--- config.mk ---
export PLATFORM = sky130hd
export DESIGN_NAME = shiftreg_n
export DESIGN_NICKNAME = d
export VERILOG_FILES = /design/src/rtl/shiftreg_n.sv
export SDC_FILE = /design/constraint.sdc
export NUM_CORES = 1
export LEC_CHECK = 0
export CAP_MARGIN = 40
export CORE_UTILIZATION = 34
export CTS_CLUSTER_DIAMETER = 120
export DETAILED_ROUTE_END_ITERATION = 16
export GPL_TIMING_DRIVEN = 1
export PLACE_DENSITY = 0.63
export RECOVER_POWER = 50
export SKIP_CTS_REPAIR_TIMING = 1
export SYNTH_ARGS = -nofsm -noshare
export SYNTH_HDL_FRONTEND = slang
export SYNTH_SLANG_ARGS = --single-unit
--- constraint.sdc ---
create_clock -name clock -period 5.76 [get_ports clock]
set_input_delay 1.152 -clock clock [delete_from_list [all_inputs] [get_ports clock]]
set_output_delay 1.152 -clock clock [all_outputs]
set_load 0.01 [all_outputs]
--- src/rtl/shiftreg_n.sv ---
// N-stage, data_width-wide delay line with per-stage valid tracking and an occupancy counter.
// Optional run-time read tap is enabled by defining SHIFTREG_N_TAP_EN.
module shiftreg_n #(
    parameter  int data_width = 25,
    parameter  int DEPTH      = 4,
    localparam int CW         = $clog2(DEPTH + 1),
    localparam int TW         = (DEPTH > 1) ? $clog2(DEPTH) : 1
) (
    input  logic                  clock,
    input  logic                  reset,
    input  logic                  enable,
    input  logic                  clear,
    input  logic                  write_valid,
    input  logic [data_width-1:0] write_data,
    output logic [data_width-1:0] read_data,
    output logic                  read_valid,
    output logic [CW-1:0]         fill_count,
    output logic                  full,
    output logic                  empty,
    input  logic [TW-1:0]         tap_sel,
    output logic [data_width-1:0] tap_data,
    output logic                  tap_valid
);

    logic [data_width-1:0] stage_q [DEPTH];
    logic [data_width-1:0] stage_d [DEPTH];
    logic [DEPTH-1:0]      valid_q;
    logic [DEPTH-1:0]      valid_d;
    logic [CW-1:0]         fill_count_q;
    logic [CW-1:0]         fill_count_d;

    always_comb begin
        // NOTE: every *_d is given its hold value first so no branch can infer a latch.
        stage_d      = stage_q;
        valid_d      = valid_q;
        fill_count_d = fill_count_q;
        if (enable && clear) begin
            for (int i = 0; i < DEPTH; i++) begin
                stage_d[i] = '0;
            end
            valid_d      = '0;
            fill_count_d = '0;
        end else if (enable) begin
            stage_d[0] = write_data;
            valid_d[0] = write_valid;
            for (int i = 1; i < DEPTH; i++) begin
                stage_d[i] = stage_q[i-1];
                valid_d[i] = valid_q[i-1];
            end
            // Modular arithmetic keeps this exact even when the +1 briefly overflows CW bits.
            fill_count_d = fill_count_q + CW'(write_valid) - CW'(valid_q[DEPTH-1]);
        end
    end

    always_ff @(posedge clock) begin
        // NOTE: the data stages are reset as well, so read_data and tap_data read 0 out of reset.
        if (reset) begin
            for (int i = 0; i < DEPTH; i++) begin
                stage_q[i] <= '0;
            end
            valid_q      <= '0;
            fill_count_q <= '0;
        end else begin
            // NOTE: non-blocking updates let every stage sample its neighbour's pre-edge value.
            stage_q      <= stage_d;
            valid_q      <= valid_d;
            fill_count_q <= fill_count_d;
        end
    end

    assign read_data  = stage_q[DEPTH-1];
    assign read_valid = valid_q[DEPTH-1];
    assign fill_count = fill_count_q;
    assign full       = (fill_count_q == CW'(DEPTH));
    assign empty      = (fill_count_q == '0);

    // tap_sel has no effect when the tap is compiled out or DEPTH is 1.
    logic unused_tap_sel;
    assign unused_tap_sel = ^tap_sel;

`ifdef SHIFTREG_N_TAP_EN
    always_comb begin
        tap_data  = '0;
        tap_valid = 1'b0;
        if (DEPTH == 1) begin
            tap_data  = stage_q[0];
            tap_valid = valid_q[0];
        end else begin
            for (int i = 0; i < DEPTH; i++) begin
                if (tap_sel == TW'(i)) begin
                    tap_data  = stage_q[i];
                    tap_valid = valid_q[i];
                end
            end
        end
    end
`else
    assign tap_data  = '0;
    assign tap_valid = 1'b0;
`endif

`ifndef SYNTHESIS
    fill_matches_popcount: assert property (@(posedge clock)
        $countones(valid_q) == int'(fill_count_q));
`endif

endmodule

==> impl_metrics.tcl <==
set metrics [dict create \
    dp_cells 708 \
    slew_viol_final 109 \
    cts_inserted_buffers 9 \
    peakVddDrop_uv 140.7 \
    grt_pass1_vias 3177 \
    fin_ws_ps 1915 \
    nets 574 \
    cts.clk_slew.worst_paths_ps 70 \
    hold_viol 0 \
    core-area_mm2 0.01388 \
    async_reset_ff_frac 0 \
    finalSetupViolCount 0 \
    violations "max-capacitance violations, max-slew violations" \
    p_leak_nw 1.755 \
    relSlewSlack -1.195 \
    cts-htree-levels 3 \
    clkLatencyLatePin_ps 340 \
    post-place-ws_ps 2699 \
    power.switching_w 0.0003326 \
    die_h_um 121.5 \
    track_usage 0.1302 \
    netlist_instances 536 \
    seq_area_frac_synth 0.4411 \
    setup_tns_ps 0 \
    synthMuxAreaShare 0.002061 \
    hold_ws_ps 466.6 \
    drc 0 \
    initial_core_util 0.3498 \
    synth.distinct_cells 24 \
    drt_pass1_iterations 5 \
    ys_ff_latch 107 \
    fp-row-count 43 \
    globalplace.congestion 0.7278 \
    drt-initial-drc-count 239 \
    antenna_found_initial 0 \
    fp.dieW_um 121.5 \
    ios 89 \
    endpoint_kind "register" \
    period_needed_ps 3845 \
    skew_ps 7.829 \
    synth_most_common_cell "dfxtp_1" \
    power.total_w 0.001532 \
    cts_sinks 107 \
    p_per_area_mw_per_mm2 276.3 \
    crit_required_ps 5980 \
    die_area_mm2 0.01476 \
    rsz0062_at_grt "false" \
    share_comb_of_total_power 0.072 \
    critPathKind "primary input to register" \
    grtUsageMet3 0.03383 \
    cp_max_fo 108 \
    wl_per_cell_um 12.77 \
    netlist_area_mm2 0.004856 \
    tightestPinTransition_ps 3293 \
    antennaDiodeCount 0 \
    wl_um 9249 \
    switching_share 0.2171 \
    cts_tree "built" \
    grtUsageMet2 0.2006 \
    grtUsageMet1 0.1745 \
    drive_gt1_frac 0.03860 \
    hpwlAfterDp_um 5805 \
    io_buffers 60 \
    worstPathArrival_ps 4070 \
    synth_edf_count 0 \
    yosysTopAreaCell "dfxtp_1" \
    outcome "complete, but fails checks" \
    p_clk_frac 0.435 \
    cap_violations 1 \
    synth_top_family_by_area "simple AND/OR/NAND/NOR gates" \
    syn2layout_area_growth_pct 14.15 \
    synth_xor_xnor_area_share 0.001804 \
    grt_max_degree 117 \
    viasPerCell 4.644 \
    clock-root-buffer "clkbuf_16" \
    synth_top_area_frac 0.4411 \
    fillerInstances 1379 \
    overflow 0 \
    fmax_ghz 0.2601 \
    synth_compound_area_frac 0.1098 \
    p_int_w 0.001199 \
    yosys.area_share.adder 0.009276 \
    top_usage_layer "met2" \
    synth_flop_cell "dfxtp_1" \
    ant_nets 0 \
    ys_top_cells_by_area "dfxtp_1, nand3b_1, nand2b_1" \
    pwr-share-seq 0.493 \
    yosysWarnings 0 \
    grt_pass1_wl_um 15250 \
    final_cells 724 \
    synthSimpleGateAreaFrac 0.3058 \
    hold_class "register to register" \
    synth_commonest_cells "dfxtp_1, nand2b_1, nand3b_1, a21oi_1, buf_4" \
    final.period_utilization 0.6676 \
    start_kind "primary input" \
    vias 3362 \
    syn_area_per_cell_um2 9.060 \
    clockBufferDepth 2 \
]
-- worst paths after layout --
check                     start  cells after the start            end  slack [ps]
hold / removal     read_data[1]                      2   read_data[1]         470
setup / recovery          clear                      4  fill_count[0]        1910
hold reg to reg    read_data[1]                      2   read_data[1]         470
setup reg to reg  fill_count[0]                      9  fill_count[2]        3620
-- sequential cells by signal, summed over array words and instances, names as in the netlist --
register,flops
stage_q,75
read_data,25
valid_q,4
fill_count,3
-- worst max-delay path, cell delays in order --
cell and delay [ps]:
buf_2 70, clkbuf_1 2300, o22ai_1 240, nor2b_1 260
-- area by class of cell --
type | instances | area (um2) | share of cell area
tap | 180 | 225.2 | 0.04063
multi-input combinational | 354 | 2180 | 0.3932
clock buffer | 11 | 242.7 | 0.04379
inverter | 3 | 11.26 | 0.002032
timing repair buffer | 64 | 656.9 | 0.1185
clock inverter | 5 | 85.08 | 0.01535
sequential | 107 | 2142 | 0.3865
-- cells by family after synthesis --
kind of cell             Yosys count
adder cells (fa/ha/maj)            3
flip-flops                       107
other                              1
multiplexers                       1
AO/OA/AOI/OAI                    106
buffers and inverters            100
AND/OR/NAND/NOR                  217
XOR/XNOR                           1
-- cells in the final DEF, fill, tap and decap left out, types with 2 or more instances in the layout --
cell and count:
bufinv_16 2, ha_1 2, clkbuf_1 2, clkbuf_16 9, buf_16 2, inv_1 3
buf_4 3, conb_1 26, nor2_1 2, nand2b_1 105, clkdlybuf4s50_1 57, nand3b_1 105
a21oi_1 104, dfxtp_1 107
-- metal layers --
metal	part of all wire	vias to the layer above
met3	0.039	9
met2	0.45	68
met5	0	-
met4	0.016	0
met1	0.50	1557
li1	-	1728
-- power groups by stage --
stage	Sequential (W)	Clock, W	Combinational, W
2_1_floorplan	0.000771	0	0.0000911
3_3_place_gp	0.000772	0	0.000104
3_5_place_dp	0.000772	0	0.000109
4_1_cts	0.000755	0.000685	0.000110
5_1_grt	0.000756	0.000711	0.000122
6_report	0.000755	0.000666	0.000111
-- metrics by stage --
step                        util  instance area, um2
after floorplan                -                4950
after global placement    0.3720                5164
after detailed placement  0.3760                5219
after CTS                 0.3996                5547
after global routing      0.3993                5543
final                     0.3993                5543
(Power assumes the default switching activity.)
